### config.mk
export PLATFORM = sky130hd
export DESIGN_NAME = activation_scheduler
export DESIGN_NICKNAME = d
export VERILOG_FILES = /design/src/rtl/activation_scheduler.sv
export SDC_FILE = /design/constraint.sdc
export NUM_CORES = 1
export LEC_CHECK = 0
export BUFFER_PORTS_ARGS = -buffer_cell sky130_fd_sc_hd__buf_2
export CAP_MARGIN = 30
export CORE_UTILIZATION = 50
export CTS_BUF_LIST = sky130_fd_sc_hd__clkbuf_8 sky130_fd_sc_hd__clkbuf_16
export CTS_CLUSTER_SIZE = 16
export DETAILED_ROUTE_END_ITERATION = 10
export HOLD_SLACK_MARGIN = 0.05
export PLACE_DENSITY = 0.95
export SYNTH_ARGS = -nofsm -noshare
export SYNTH_HDL_FRONTEND = slang
export SYNTH_SLANG_ARGS = --single-unit
### constraint.sdc
create_clock -name clock -period 3.8 [get_ports clock]
set_input_delay 0.76 -clock clock [delete_from_list [all_inputs] [get_ports clock]]
set_output_delay 0.76 -clock clock [all_outputs]
set_load 0.01 [all_outputs]
### src/rtl/activation_scheduler.sv
// activation_scheduler
//   Lets NUM_REQ neuron requesters share one sigmoid/tanh lookup unit.
//   A round-robin arbiter picks a requester in IDLE. Its sum and function
//   select are latched and held on the lookup interface until the response
//   leaves. The result comes back tagged with the requester index through a
//   valid/ready port. A watchdog turns a silent lookup unit into a
//   timed-out response, so the layer cannot hang.
//
// Ports
//   clock, reset_n     rising-edge clock, async active-low reset
//   req/req_sum/       per-requester level request, packed sums
//   req_func           (slice i at [i*DATAWIDTH +: DATAWIDTH]) and func select
//   ack                one-cycle capture pulse, one-hot
//   lut_sum/lut_func/  operands and start pulse to the lookup unit
//   lut_start
//   lut_value/lut_done result and its one-cycle valid from the lookup unit
//   rsp_valid/         response handshake
//   rsp_ready
//   rsp_id/rsp_value/  requester index, activation value, watchdog abort flag
//   rsp_timeout
module activation_scheduler #(
  parameter int DATAWIDTH = 16,
  parameter int NUM_REQ   = 4,
  parameter int ID_WIDTH  = 2,
  parameter int TIMEOUT   = 64,
  parameter int CNT_WIDTH = 7
) (
  input  logic                           clock,
  input  logic                           reset_n,
  input  logic [NUM_REQ-1:0]             req,
  input  logic [NUM_REQ*DATAWIDTH-1:0]   req_sum,
  input  logic [NUM_REQ-1:0]             req_func,
  output logic [NUM_REQ-1:0]             ack,
  output logic [DATAWIDTH-1:0]           lut_sum,
  output logic                           lut_func,
  output logic                           lut_start,
  input  logic [DATAWIDTH-1:0]           lut_value,
  input  logic                           lut_done,
  output logic                           rsp_valid,
  input  logic                           rsp_ready,
  output logic [ID_WIDTH-1:0]            rsp_id,
  output logic [DATAWIDTH-1:0]           rsp_value,
  output logic                           rsp_timeout
);

  typedef enum logic [1:0] {S_IDLE, S_ISSUE, S_WAIT, S_RESP} state_t;

  state_t                          state;
  logic [ID_WIDTH-1:0]             rr_ptr;
  logic [CNT_WIDTH-1:0]            wd_cnt;

  // Per-requester view of the packed sum bus.
  logic [NUM_REQ-1:0][DATAWIDTH-1:0] sum_arr;
  assign sum_arr = req_sum;

  // Round-robin pick. Scanning from the top down leaves the lowest set
  // index in each candidate: g_hi is the lowest at/above rr_ptr, g_lo the
  // lowest overall, which is the wrap-around choice. Only indices below
  // NUM_REQ are scanned, so an out-of-range ID can never be granted.
  logic                hit_hi, any_req;
  logic [ID_WIDTH-1:0] g_hi, g_lo, grant;

  always_comb begin
    hit_hi  = 1'b0;
    any_req = 1'b0;
    g_hi    = '0;
    g_lo    = '0;
    for (int i = NUM_REQ - 1; i >= 0; i--) begin
      if (req[i]) begin
        any_req = 1'b1;
        g_lo    = ID_WIDTH'(i);
        if (ID_WIDTH'(i) >= rr_ptr) begin
          hit_hi = 1'b1;
          g_hi   = ID_WIDTH'(i);
        end
      end
    end
    grant = hit_hi ? g_hi : g_lo;
  end

  // rsp_id still holds the granted index in RESP, so it also seeds the
  // next round-robin start.
  logic [ID_WIDTH-1:0] rr_next;
  assign rr_next = (rsp_id == ID_WIDTH'(NUM_REQ - 1)) ? '0 : rsp_id + ID_WIDTH'(1);

  always_ff @(posedge clock or negedge reset_n) begin
    if (!reset_n) begin
      state       <= S_IDLE;
      rr_ptr      <= '0;
      wd_cnt      <= '0;
      ack         <= '0;
      lut_sum     <= '0;
      lut_func    <= 1'b0;
      lut_start   <= 1'b0;
      rsp_valid   <= 1'b0;
      rsp_id      <= '0;
      rsp_value   <= '0;
      rsp_timeout <= 1'b0;
    end else begin
      // ack and lut_start are single-cycle pulses, raised only on grant.
      ack       <= '0;
      lut_start <= 1'b0;
      case (state)
        S_IDLE: begin
          if (any_req) begin
            ack       <= NUM_REQ'(1) << grant;
            lut_sum   <= sum_arr[grant];
            lut_func  <= req_func[grant];
            rsp_id    <= grant;
            lut_start <= 1'b1;
            state     <= S_ISSUE;
          end
        end
        S_ISSUE: begin
          wd_cnt <= '0;
          state  <= S_WAIT;
        end
        S_WAIT: begin
          // A done on the last watchdog cycle still delivers real data.
          if (lut_done) begin
            rsp_value   <= lut_value;
            rsp_timeout <= 1'b0;
            rsp_valid   <= 1'b1;
            state       <= S_RESP;
          end else if (wd_cnt == CNT_WIDTH'(TIMEOUT - 1)) begin
            rsp_value   <= '0;
            rsp_timeout <= 1'b1;
            rsp_valid   <= 1'b1;
            state       <= S_RESP;
          end else begin
            wd_cnt <= wd_cnt + CNT_WIDTH'(1);
          end
        end
        S_RESP: begin
          if (rsp_ready) begin
            rsp_valid <= 1'b0;
            rr_ptr    <= rr_next;
            state     <= S_IDLE;
          end
        end
        default: state <= S_IDLE;
      endcase
    end
  end

endmodule

# --- Yosys cells after proc, flatten, opt, wreduce, memory -nomap -nowiden ---
# Cells that the tools add are included.
totals:
  in_bits: 92
  elab_cells: 88
  register_bits: 53
op_classes:
  addsub: 2
  shifts: 1
  magnitude_cmp: 5
  n_reduce_logical: 10
  n_eq_ne: 10
  mux: 49
ops:
  columns: ["operator", "n"]
  rows:
  - ["two-way mux 16 bit", 3]
  - ["two-way mux 2 bit", 18]
  - ["binary-select mux 16 bit (select 2 bit)", 1]
  - ["two-way mux 1 bit", 19]
  - ["two-way mux 7 bit", 2]
  - ["one-hot mux 7 bit (2 select lines)", 1]
  - ["AND reduction 3 bit", 3]
  - ["two-way mux 4 bit", 2]
  - ["!= test 2 bit, second input constant", 4]
  - ["one-hot mux 2 bit (4 select lines)", 1]
  - ["adder 7 x 1 -> 7 bit, second input constant", 1]
  - ["== test 7 x 6 -> 1 bit, second input constant", 1]
  - ["== test 2 bit, second input constant", 3]
  - ["AND reduction 2 bit", 3]
  - ["nonzero test 2 bit", 3]
  - ["greater-or-equal comparator 1 x 2 -> 1 bit, first input constant", 2]
  - ["greater-or-equal comparator 2 bit, first input constant", 2]
  - ["<< shifter 1 x 2 -> 4 bit, first input constant", 1]
  - ["< comparator 2 x 3 -> 1 bit, second input constant", 1]
  - ["!= test 3 bit, second input constant", 1]
  - ["adder 2 x 1 -> 2 bit, second input constant", 1]
  - ["binary-select mux 1 bit (select 2 bit)", 1]
  - ["== test 2 x 1 -> 1 bit, second input constant", 1]
  - ["zero test 2 bit", 1]
  - ["one-hot mux 1 bit (2 select lines)", 1]

# --- Logic depth before layout (Yosys ltp) ---
# Gate-level depths: netlist of the first run.
depth:
  ltp_word: 13
  depth_mapped: 8
  mapped_depth_nobuf: 7

# --- Least setup slack after synthesis of the first run ---
# No wires, ideal clock.
synth_timing:
  path_kind: "input to register"
  from: "in req[1]"
  to: "reg lut_sum[14]"
  slack_ns: 1.731
  cell_stages: 5
  required_ns: 3.662
  arrival_time_ns: 1.930
  n_path_buf: 1
  cell_sequence: "or3b_4 a31oi_4 buf_6 mux2i_1 o221ai_1"
synth_between:
  elab_chain_len: 6
  elab_cells_between_ends: 14
synth_rtl:
  columns: ["item", "line", "rtl"]
  rows:
  - ["from (decl)", "30", "input logic [NUM_REQ-1:0] req,"]
  - ["two-way mux 2 bit or two-way mux 1 bit (tied branches)", "69", "if (req[i]) begin"]
  - ["two-way mux 2 bit or two-way mux 1 bit (tied branches)", "72", "if (ID_WIDTH'(i) >= rr_ptr) begin"]
  - ["two-way mux 2 bit or two-way mux 1 bit (tied branches)", "69", null]
  - ["two-way mux 2 bit", "78", "grant = hit_hi ? g_hi : g_lo;"]
  - ["binary-select mux 16 bit (select 2 bit)", "107", "lut_sum <= sum_arr[grant];"]
  - ["two-way mux 16 bit (implied by the code)", "107", null]
  - ["to (signal assigned)", "107", null]
  - ["to (decl)", "34", "output logic [DATAWIDTH-1:0] lut_sum,"]
# Parallel ways exist; a longest one is shown, timed or not. The select of a mux whose other input is x is not followed.
# A chain may end at the register's enable or synchronous reset.

# --- Final worst setup path of the first run ---
layout_timing:
  from: "in req[1]"
  to: "reg lut_func"
layout_between:
  elab_chain_len: 6
  elab_cells_between_ends: 14
layout_rtl:
  columns: ["item", "line", "rtl"]
  rows:
  - ["two-way mux 2 bit or two-way mux 1 bit (tied branches)", "69", null]
  - ["two-way mux 2 bit or two-way mux 1 bit (tied branches)", "72", null]
  - ["two-way mux 2 bit or two-way mux 1 bit (tied branches)", "69", null]
  - ["two-way mux 2 bit", "78", null]
  - ["binary-select mux 1 bit (select 2 bit)", "108", "lut_func <= req_func[grant];"]
  - ["two-way mux 1 bit (implied by the code)", "108", null]
  - ["to (signal assigned)", "108", null]
  - ["to (decl)", "35", "output logic lut_func,"]
# Parallel ways exist; a longest one is shown, timed or not. The select of a mux whose other input is x is not followed.

==> parameters.txt, run 1 <==
Parameter                              Value

Clock tree
  Clock sink count ... 53
  Post-CTS resize count ... 0
  CTS tree ... done
  Later-pin clock latency in the skew report ... 0.30 ns
  Clock-pin slew of the registers on the worst-case setup and hold paths ... 0.10 ns
  Htree depth ... 2
  Hold bufs inserted after CTS ... 0
  Number of CTS-inserted buffers ... 5
  Maximum clock path buffer count ... 2
  Number of buffers added for setup after CTS ... 0
  Clock root cell ... sky130_fd_sc_hd__clkbuf_8

Synthesis
  Post-synthesis cell area ... 2770 um2
  Sequential element share of the synthesized area ... 0.479
  Most used flip-flop cell after synthesis ... sky130_fd_sc_hd__dfrtp_1
  Synthesized flop and latch total ... 53
  Cell taking the most area after synthesis ... sky130_fd_sc_hd__dfrtp_1
  Fraction of synthesized cell area taken by the top area cell type ... 0.479
  Count of flip-flops with a built-in enable after synthesis ... 0
  Synth Warn # ... 0
  Net count of the mapped netlist ... 359
  Ranking of synthesized cells by instance count ... 53 x sky130_fd_sc_hd__dfrtp_1, 22 x sky130_fd_sc_hd__mux2i_1, 22 x sky130_fd_sc_hd__nor2_1
  Share of async-settable or async-resettable flops after synthesis ... 1.00
  Cell with the most instances after synthesis ... sky130_fd_sc_hd__dfrtp_1
  Number of distinct library cells after synthesis ... 43
  Number of cells produced by synthesis ... 261
  Cells taking the most area after synthesis ... sky130_fd_sc_hd__dfrtp_1 48%, sky130_fd_sc_hd__mux2i_1 8.0%, sky130_fd_sc_hd__a22o_1 5.1%, sky130_fd_sc_hd__a211oi_1 4.3%, sky130_fd_sc_hd__a211oi_2 3.6%
  Post-Syn Area per Cell ... 10.6 um2

Route
  Starting DRT DRC Count ... 68
  First-pass iteration count of the detailed router ... 4
  Via count ... 2,527
  Routed length per placed instance ... 15.0 um
  Total detailed-routing wirelength ... 6930 um
  # DRC ... 0
  Number of nets with antenna violations after routing ... 0
  Average via count per standard cell ... 5.48

Die
  Die area ... 5840 um2
  Area of the placeable core ... 5200 um2
  Die Ht ... 76.4 um
  I/O pins ... 134
  Number of placement rows ... 26
  Die span in x ... 76.4 um
  Starting Density ... 0.532

Timing
  Period utilization ... 0.599
  RSZ-0062 raised after global routing ... false
  Fin crit period ... 2.27 ns
  Max transition margin ... 0.587
  Upper clock frequency limit ... 440 MHz
  Clock skew ... 0.0114 ns
  Post-route setup TNS ... 0 ns
  Transition time at the pin with the least slew margin ... 0.620 ns
  Hold Slack ... 0.447 ns
  Final Hold Violating Endpoints ... 0
  Number of setup violations in the final report ... 0
  Max-slew violation count ... 0

GRT
  Overflow left after global routing ... 0
  Total track usage ... 0.247
  Maximum number of pins on one net before global-route repair ... 28
  Via count of the first global-routing pass ... 2,523
  First-pass GRT wire length ... 11,400 um
  Initial antenna violation count ... 0

Finish
  Final design area excluding fillers ... 3560 um2
  Area overhead of the layout relative to synthesis ... 28.7%
  Ant diodes ... 0
  Proportion of layout cells with a drive suffix above 1 ... 0.412
  Layout net count ... 488

Pwr
  Overall power of the completed layout ... 2.46 mW
  Leakage dissipation ... 1.86 nW
  Maximum vdd ir drop ... 0.000329 V
  Power Density ... 692 nW/um2

Worst setup path
  Critical path startpoint category ... input pin
  Terminus of the critical flop-to-flop path ... lut_func
  CP Class ... in -> reg
  Top cell by count, worst path ... sky130_fd_sc_hd__a211oi_1
  Slowest cell delay on critical path ... 0.54 ns
  CP Capture Type ... register
  Cells on worst reg2reg path ... 5
  Critical path required time ... 3.97 ns
  Critical Path Fanout Max ... 16
  R2R setup slack ... 1.64 ns
  Data arrival at the endpoint of the critical path ... 2.45 ns
  List of cells traversed by the critical path ... buf_2 > or3b_4 > a31oi_4 > nand2_4 > a211oi_1 > a211oi_1
  Cell with the largest stage delay on the worst path ... sky130_fd_sc_hd__a31oi_4
  Worst R2R Start ... rr_ptr[1]

Job
  Max Cap Violations ... 0

Place
  Post-DP HPWL ... 5340 um
  Port Buffers ... 133
  Area of placed instances ... 3470 um2
  Global placement routability congestion ... 0.828

Min path
  Tightest Hold Check Type ... in -> async

Run status
  Result of the run ... finished clean
-- layout by cell type (no fill, tap or decap), types with 2 or more instances in the layout --
| cell type | netlist | layout |
|---|---|---|
| sky130_fd_sc_hd__nor2_1 | 22 | 22 |
| sky130_fd_sc_hd__dfrtp_1 | 53 | 53 |
| sky130_fd_sc_hd__mux2_2 | 2 | 2 |
| sky130_fd_sc_hd__mux2i_1 | 22 | 22 |
| sky130_fd_sc_hd__o21ai_0 | 8 | 8 |
| sky130_fd_sc_hd__a211oi_2 | 8 | 8 |
| sky130_fd_sc_hd__buf_4 | 1 | 3 |
| sky130_fd_sc_hd__nand2b_1 | 6 | 6 |
| sky130_fd_sc_hd__inv_1 | 17 | 17 |
| sky130_fd_sc_hd__o31ai_1 | 2 | 2 |
| sky130_fd_sc_hd__nand4_1 | 2 | 2 |
| sky130_fd_sc_hd__a22o_1 | 16 | 16 |
| sky130_fd_sc_hd__and2_1 | 2 | 2 |
| sky130_fd_sc_hd__nand3_1 | 5 | 5 |
| sky130_fd_sc_hd__buf_2 | 5 | 133 |
| sky130_fd_sc_hd__clkbuf_8 | 0 | 5 |
| sky130_fd_sc_hd__o21ai_1 | 2 | 2 |
| sky130_fd_sc_hd__ha_1 | 6 | 6 |
| sky130_fd_sc_hd__a31oi_1 | 13 | 13 |
| sky130_fd_sc_hd__and3_1 | 3 | 3 |
| sky130_fd_sc_hd__a211oi_1 | 16 | 16 |
| sky130_fd_sc_hd__o221ai_1 | 4 | 4 |
| sky130_fd_sc_hd__nand2_1 | 18 | 18 |
| sky130_fd_sc_hd__clkinv_2 | 0 | 2 |
-- critical path, delay by kind of cell --
kind / cells / cell delay, ns
simple gates: 2 / 0.66
compound gates: 3 / 0.90
buf+inv: 1 / 0.13
-- final cells by class --
| cell class | count | area, um2 |
|---|---|---|
| fill | 418 | 1640 |
| sequential | 53 | 1330 |
| multi-input combinational | 175 | 1280 |
| timing repair buffer | 137 | 708 |
| tap | 70 | 87.6 |
| clock buffer | 5 | 68.8 |
| inverter | 18 | 67.6 |
| clock inverter | 3 | 17.5 |
-- cells by family (layout without fill, tap and decap cells) --
kind of cell,Yosys count,in the layout,share of synthesized area
flops,53,53,0.479
xor+xnor,1,1,0.00317
fa+ha+maj,6,6,0.0271
compound gates,78,78,0.230
buf+inv,33,163,0.0565
simple gates,65,65,0.112
mux,25,25,0.0918
-- layer usage --
layer,GRT usage,vias to the layer above,share of wire
li1,-,1220,-
met5,0,-,0
met4,0.0923,0,0.015
met1,0.291,1194,0.42
met2,0.444,105,0.52
met3,0.0479,8,0.051
-- per-stage QoR --
stage	worst slack (ns)	instances	util
floorplan	1.73	261	-
global placement	1.26	451	0.662
detailed placement	1.20	453	0.668
CTS	1.53	461	0.684
global route	1.35	461	0.684
finish	1.53	461	0.684
-- registers in the layout, indices dropped and copies added (netlist names), 2 cells and up --
register,flops
rr_ptr,2
wd_cnt,7
state,2
rsp_value,16
ack,4
lut_sum,16
rsp_id,2
-- worst max path at each step --
stage | start | endpoint | slack (ns)
3_3_place_gp | req[1] | lut_func | 1.26
6_report | req[1] | lut_func | 1.53
3_5_place_dp | req[1] | lut_sum[15] | 1.20
2_1_floorplan | req[1] | lut_sum[14] | 1.73
5_1_grt | req[0] | lut_sum[7] | 1.35
4_1_cts | req[1] | lut_func | 1.53
-- report_power, final --
part | total, mW | internal [mW] | leakage, nW | switching (mW)
clock network | 0.306 | 0.127 | 0.0439 | 0.178
logic | 1.20 | 0.522 | 1.16 | 0.680
registers | 0.955 | 0.800 | 0.656 | 0.155
No activity file was read; power rests on OpenSTA's default activity.
==> inputs of run 2 (changes only) <==
--- a/config.mk
+++ b/config.mk
@@ -5,14 +5,15 @@
 export SDC_FILE = /design/constraint.sdc
 export NUM_CORES = 1
 export LEC_CHECK = 0
+export ABC_AREA = 1
 export BUFFER_PORTS_ARGS = -buffer_cell sky130_fd_sc_hd__buf_2
 export CAP_MARGIN = 30
-export CORE_UTILIZATION = 50
+export CORE_UTILIZATION = 48
 export CTS_BUF_LIST = sky130_fd_sc_hd__clkbuf_8 sky130_fd_sc_hd__clkbuf_16
 export CTS_CLUSTER_SIZE = 16
 export DETAILED_ROUTE_END_ITERATION = 10
 export HOLD_SLACK_MARGIN = 0.05
-export PLACE_DENSITY = 0.95
+export PLACE_DENSITY = 0.9
 export SYNTH_ARGS = -nofsm -noshare
 export SYNTH_HDL_FRONTEND = slang
 export SYNTH_SLANG_ARGS = --single-unit
==> constraint.sdc (replaced) <==
create_clock -name clock -period 2.2 [get_ports clock]
set_input_delay 0.44 -clock clock [delete_from_list [all_inputs] [get_ports clock]]
set_output_delay 0.44 -clock clock [all_outputs]
set_load 0.01 [all_outputs]
==> run 2 against run 1 <==
- die area rose by 19%
- register-to-register slack worse by 1.3 ns
- utilization is 6.2 points lower
- global-route usage is 1.3 points lower
- total power up 88%
- combinational power increased by 94%
- largest cell class is now multi-input gates
- first-iteration DRC count grew 46%
- sequential share of layout area shrank 3.9 points
- final area increased by 12%
- clock power is 120% higher
- routed wire length increased by 15%
==> parameters.txt, run 2 <==
Parameter                              Value

GRT
  Via count of the first global-routing pass ... 3,062
  Overflow left after global routing ... 0
  First-pass GRT wire length ... 13,200 um
  Maximum number of pins on one net before global-route repair ... 29
  Total track usage ... 0.234
  Initial antenna violation count ... 0

Die
  I/O pins ... 134
  Die Ht ... 83.4 um
  Number of placement rows ... 29
  Starting Density ... 0.498
  Area of the placeable core ... 6390 um2
  Die area ... 6960 um2
  Die span in x ... 83.4 um

Route
  Routed length per placed instance ... 12.6 um
  Via count ... 3,209
  Average via count per standard cell ... 5.09
  First-pass iteration count of the detailed router ... 5
  Total detailed-routing wirelength ... 7950 um
  Starting DRT DRC Count ... 99
  Number of nets with antenna violations after routing ... 0
  # DRC ... 0

Timing
  Max transition margin ... 0.648
  RSZ-0062 raised after global routing ... false
  Period utilization ... 0.828
  Post-route setup TNS ... 0 ns
  Fin crit period ... 1.82 ns
  Max-slew violation count ... 0
  Number of setup violations in the final report ... 0
  Clock skew ... 0.00625 ns
  Transition time at the pin with the least slew margin ... 0.525 ns
  Final Hold Violating Endpoints ... 0
  Upper clock frequency limit ... 549 MHz

Clock tree
  Maximum clock path buffer count ... 2
  Later-pin clock latency in the skew report ... 0.30 ns
  Htree depth ... 2
  Hold bufs inserted after CTS ... 1
  Number of buffers added for setup after CTS ... 0
  Post-CTS resize count ... 0
  Clock root cell ... sky130_fd_sc_hd__clkbuf_8
  Clock-pin slew of the registers on the worst-case setup and hold paths ... 0.09 ns
  Number of CTS-inserted buffers ... 5
  Clock sink count ... 53
  CTS tree ... done

Finish
  Area overhead of the layout relative to synthesis ... 24.9%
  Top Registers ... lut_sum: 16 flops, rsp_value: 16 flops, wd_cnt: 7 flops
  Layout net count ... 650
  Ant diodes ... 0
  Leading cell types in the layout, fill and taps excluded ... 133 x sky130_fd_sc_hd__buf_2, 111 x sky130_fd_sc_hd__nand2_1, 81 x sky130_fd_sc_hd__inv_1
  Proportion of layout cells with a drive suffix above 1 ... 0.315
  Leading cell type in the layout, fill and taps excluded ... sky130_fd_sc_hd__buf_2
  Total of fill cells in the finished design ... 576
  Area occupied by multi-input gates ... 1390 um2
  Sequential cell area ... 1330 um2
  Post-route insts no fill ... 630

Synthesis
  Number of distinct library cells after synthesis ... 31
  Synthesized flop and latch total ... 53
  Cells taking the most area after synthesis ... sky130_fd_sc_hd__dfrtp_1 42%, sky130_fd_sc_hd__nand2_1 13%, sky130_fd_sc_hd__nand3_1 10%, sky130_fd_sc_hd__inv_1 9.4%, sky130_fd_sc_hd__a22o_1 4.4%
  Share of async-settable or async-resettable flops after synthesis ... 1.00
  Synth Warn # ... 0
  Count of flip-flops with a built-in enable after synthesis ... 0
  Net count of the mapped netlist ... 522
  Post-synthesis cell area ... 3180 um2
  Post-Syn Area per Cell ... 7.51 um2
  Cell with the most instances after synthesis ... sky130_fd_sc_hd__nand2_1
  Most used flip-flop cell after synthesis ... sky130_fd_sc_hd__dfrtp_1
  Fraction of synthesized cell area taken by the top area cell type ... 0.417
  Sequential element share of the synthesized area ... 0.417
  Cell taking the most area after synthesis ... sky130_fd_sc_hd__dfrtp_1
  Ranking of synthesized cells by instance count ... 111 x sky130_fd_sc_hd__nand2_1, 80 x sky130_fd_sc_hd__inv_1, 65 x sky130_fd_sc_hd__nand3_1
  Number of cells produced by synthesis ... 424

Job
  Max Cap Violations ... 0

Run status
  Result of the run ... finished clean

Place
  Post-DP HPWL ... 6110 um
  Port Buffers ... 133
  Global placement routability congestion ... 0.815
  Inst Count DP ... 621

Worst setup path
  Critical path startpoint category ... register
  R2R setup slack ... 0.38 ns
  Critical Path Fanout Max ... 17
  Critical path required time ... 2.38 ns
  Cell with the largest stage delay on the worst path ... sky130_fd_sc_hd__dfrtp_1
  Buffer and inverter count on the worst path ... 2
  Cell family contributing the most delay on the critical path ... buffers and inverters
  List of cells traversed by the critical path ... inv_1 > ha_1 > nand2_1 > clkinv_1 > a22o_1
  CP Class ... reg -> reg
  Data arrival at the endpoint of the critical path ... 2.01 ns
  CP Capture Type ... register
  Slowest cell delay on critical path ... 0.43 ns

Pwr
  Maximum vdd ir drop ... 0.000604 V
  Leakage dissipation ... 2.43 nW
  Power Density ... 1160 nW/um2

Min path
  Tightest Hold Check Type ... in -> reg
## run 2: cell types whose count changed after synthesis, sizes merged, moves of 4 or more
cell / before / now
buf: 9 / 17
o221ai: 4 / 0
a31oi: 14 / 0
inv: 18 / 85
nor2: 23 / 17
a211oi: 24 / 0
mux2i: 22 / 0
clkbuf: 6 / 2
nand2b: 6 / 0
a21oi: 1 / 5
nand3: 5 / 76
nand2: 19 / 117
## run 2: kinds of logic (layout without fill, tap and decap cells)
| logic type | after synthesis | after routing | synth area share |
|---|---|---|---|
| simple gates | 223 | 223 | 0.330 |
| buf+inv | 105 | 234 | 0.146 |
| flops | 53 | 53 | 0.417 |
| compound gates | 35 | 35 | 0.0786 |
| fa+ha+maj | 6 | 6 | 0.0236 |
| xor+xnor | 2 | 2 | 0.00550 |
## run 2: per-stage QoR
step,hold WS [ns],setup slack (ns),utilization,area (um2),power [mW]
4_1_cts,0.356,0.383,0.622,3980,4.65
6_report,0.371,0.379,0.622,3980,4.63
5_1_grt,0.351,0.161,0.622,3980,5.01
3_3_place_gp,0.366,0.377,0.603,3850,3.88
2_1_floorplan,0.144,0.629,-,3180,3.24
3_5_place_dp,0.375,0.332,0.603,3850,3.97
## run 2: cell type report
class                   count  area share
multi-input cells         266       0.350
inverters                  86      0.0812
flip-flops and latches     53       0.334
repair buffers            140       0.181
clock inverters             2     0.00850
clock buffers               6      0.0208
well taps                  77      0.0242
## run 2: layer usage
layer  routed length [um]  up-vias  track usage
met5                    0        -            0
met1                 3320     1442        0.286
met3                  625       16       0.0507
met4                  138        0       0.0878
li1                     -     1589            -
met2                 3860      162        0.406
## run 2: where the power goes
group / switching (mW) / total, mW / internal, mW
registers: 0.258 / 1.64 / 1.38
logic: 1.43 / 2.33 / 0.901
clock network: 0.296 / 0.662 / 0.366
total: 1.98 / 4.63 / 2.65
## run 2: final timing paths
path                                      end         start  cells after the start
worst max-delay path            rsp_value[11]      state[0]                      5
worst min-delay path             rsp_value[6]  lut_value[6]                      2
worst max register to register  rsp_value[11]      state[0]                      5
worst min register to register    lut_sum[12]   lut_sum[12]                      2
max in group asynchronous           wd_cnt[6]       reset_n                      3
min in group asynchronous       rsp_value[14]       reset_n                      2
==> inputs of run 3 (changes only) <==
==> constraint.sdc (replaced) <==
create_clock -name clock -period 1.8 [get_ports clock]
set_input_delay 0.36 -clock clock [delete_from_list [all_inputs] [get_ports clock]]
set_output_delay 0.36 -clock clock [all_outputs]
set_load 0.01 [all_outputs]
==> run 3 against run 2 <==
- sequential share of layout area decreased by 0.28 points
- via count decreased by 0.81%
- total power increased by 21%
- setup slack got worse by 0.21 ns
- sequential cell count unchanged
- final area increased by 0.85%
- die area unchanged
- clock power increased by 2%
- combinational power increased by 26%
- register-to-register slack got worse by 0.21 ns
- utilization increased by 0.53 points
- critical endpoint is now rsp_value[5]
- largest power group unchanged
==> parameters.txt, run 3 (synthesis results as in run 2) <==
Parameter                              Value

Die
  Die Ht ... 83.4 um
  Number of placement rows ... 29
  Starting Density ... 0.498
  I/O pins ... 134
  Area of the placeable core ... 6390 um2
  Die span in x ... 83.4 um
  Die area ... 6960 um2

Timing
  RSZ-0062 raised after global routing ... false
  Period utilization ... 0.908
  Transition time at the pin with the least slew margin ... 0.546 ns
  Final Hold Violating Endpoints ... 0
  Post-route setup TNS ... 0 ns
  Max-slew violation count ... 0
  Fin crit period ... 1.63 ns
  Max transition margin ... 0.635
  Clock skew ... 0.00655 ns
  Number of setup violations in the final report ... 0
  Upper clock frequency limit ... 612 MHz

Worst setup path
  Slowest cell delay on critical path ... 0.40 ns
  Critical path startpoint category ... register
  Cell family contributing the most delay on the critical path ... simple AND/OR/NAND/NOR gates
  Top cell by count, worst path ... sky130_fd_sc_hd__nand2_1
  List of cells traversed by the critical path ... ha_1 > nand3_1 > nor2_1 > nand2_1 > nor2_2 > nand2_1 > nand2_1 > inv_2 > a22o_1
  CP Class ... reg -> reg
  Worst R2R Start ... wd_cnt[0]
  Launching element of the worst setup path ... wd_cnt[0]
  Buffer and inverter count on the worst path ... 1
  Data arrival at the endpoint of the critical path ... 1.83 ns
  CP Capture Type ... register
  Critical path required time ... 1.99 ns
  Critical Path Fanout Max ... 17
  Cells on worst reg2reg path ... 9
  Cell with the largest stage delay on the worst path ... sky130_fd_sc_hd__dfrtp_1
  Levels on crit path ... 9

Pwr
  Power Density ... 1390 nW/um2
  Maximum vdd ir drop ... 0.000867 V
  Leakage dissipation ... 2.43 nW

Route
  Routed length per placed instance ... 12.6 um
  First-pass iteration count of the detailed router ... 4
  Via count ... 3,183
  Starting DRT DRC Count ... 154
  Total detailed-routing wirelength ... 7990 um
  Average via count per standard cell ... 5.03
  Number of nets with antenna violations after routing ... 0
  # DRC ... 0

Finish
  Utilization after layout ... 0.628
  Area occupied by multi-input gates ... 1400 um2
  Layout net count ... 653
  Area overhead of the layout relative to synthesis ... 25.9%
  Total of fill cells in the finished design ... 586
  Proportion of layout cells with a drive suffix above 1 ... 0.326
  Final design area excluding fillers ... 4010 um2
  Ant diodes ... 0
  Leading cell type in the layout, fill and taps excluded ... sky130_fd_sc_hd__buf_2
  Sequential cell area ... 1330 um2
  Top Registers ... lut_sum: 16 flops, rsp_value: 16 flops, wd_cnt: 7 flops
  Leading cell types in the layout, fill and taps excluded ... 133 x sky130_fd_sc_hd__buf_2, 109 x sky130_fd_sc_hd__nand2_1, 80 x sky130_fd_sc_hd__inv_1

Clock tree
  Later-pin clock latency in the skew report ... 0.30 ns
  Maximum clock path buffer count ... 2
  Htree depth ... 2
  CTS tree ... done
  Number of CTS-inserted buffers ... 5
  Clock root cell ... sky130_fd_sc_hd__clkbuf_8
  Clock sink count ... 53
  Clock-pin slew of the registers on the worst-case setup and hold paths ... 0.10 ns

Job
  Max Cap Violations ... 0

GRT
  Initial antenna violation count ... 0
  First-pass GRT wire length ... 13,500 um
  Overflow left after global routing ... 0
  Total track usage ... 0.239
  Maximum number of pins on one net before global-route repair ... 36
  Via count of the first global-routing pass ... 3,045

Min path
  Worst Hold Launch ... lut_value[6]
  Number of cells traversed by the worst hold path ... 2
  Tightest Hold Check Type ... in -> reg

Run status
  Result of the run ... finished clean

Place
  Area of placed instances ... 3900 um2
  Port Buffers ... 133
  Post-DP HPWL ... 6050 um
  Global placement routability congestion ... 0.840
## run 3: cell type report
| cell class | instances | area share |
|---|---|---|
| clock inverter | 3 | 0.00562 |
| inverter | 86 | 0.0805 |
| tap | 77 | 0.0240 |
| clock buffer | 5 | 0.0172 |
| sequential | 53 | 0.331 |
| multi-input combinational | 266 | 0.349 |
| timing repair buffer | 143 | 0.193 |
## run 3: routing by layer
metal	vias up	track usage	share of wire
li1	1590	-	-
met1	1437	0.309	0.44
met2	143	0.417	0.48
met3	13	0.0398	0.066
met4	0	0.0616	0.014
met5	-	0	0
## run 3: path summary, 6_finish.rpt
kind | end | slack, ns
setup / recovery | rsp_value[5] | 0.17
hold / removal | rsp_value[6] | 0.28
setup reg to reg | rsp_value[5] | 0.17
hold reg to reg | lut_sum[1] | 0.50
max in group asynchronous | lut_sum[2] | 0.76
min in group asynchronous | rsp_value[0] | 0.51
## run 3: stage by stage
step | instances | setup WS (ns) | power, mW | hold WS, ns
after floorplan | 424 | 0.229 | 3.96 | 0.0644
after global placement | 624 | 0.151 | 4.80 | 0.312
after detailed placement | 624 | 0.0986 | 4.92 | 0.324
after CTS | 633 | 0.0790 | 5.61 | 0.266
after global routing | 633 | 0.00401 | 6.08 | 0.269
final | 633 | 0.166 | 5.59 | 0.276
## run 3: power by group
group / leakage, nW / total [mW] / switching, mW / internal [mW]
Clock: 0.0364 / 0.672 / 0.398 / 0.273
Sequential: 0.670 / 1.99 / 0.300 / 1.69
Combinational: 1.72 / 2.93 / 1.77 / 1.16
## run 3: worst reg2reg max path, delay by kind of cell, from the launching register on
| kind | cells | cell delay (ns) |
|---|---|---|
| AO/OA/AOI/OAI | 1 | 0.22 |
| AND/OR/NAND/NOR | 6 | 0.58 |
| flip-flops | 1 | 0.40 |
| buffers and inverters | 1 | 0.13 |
| adder cells (fa/ha/maj) | 1 | 0.19 |
## run 3: timing repair
item                                   in CTS  in global routing
endpoints found under the hold margin      18                  0
resized for setup                           0                  4
buffers inserted                            0                  0
hold buffers                                1                  0
setup endpoints to repair                   0                  9
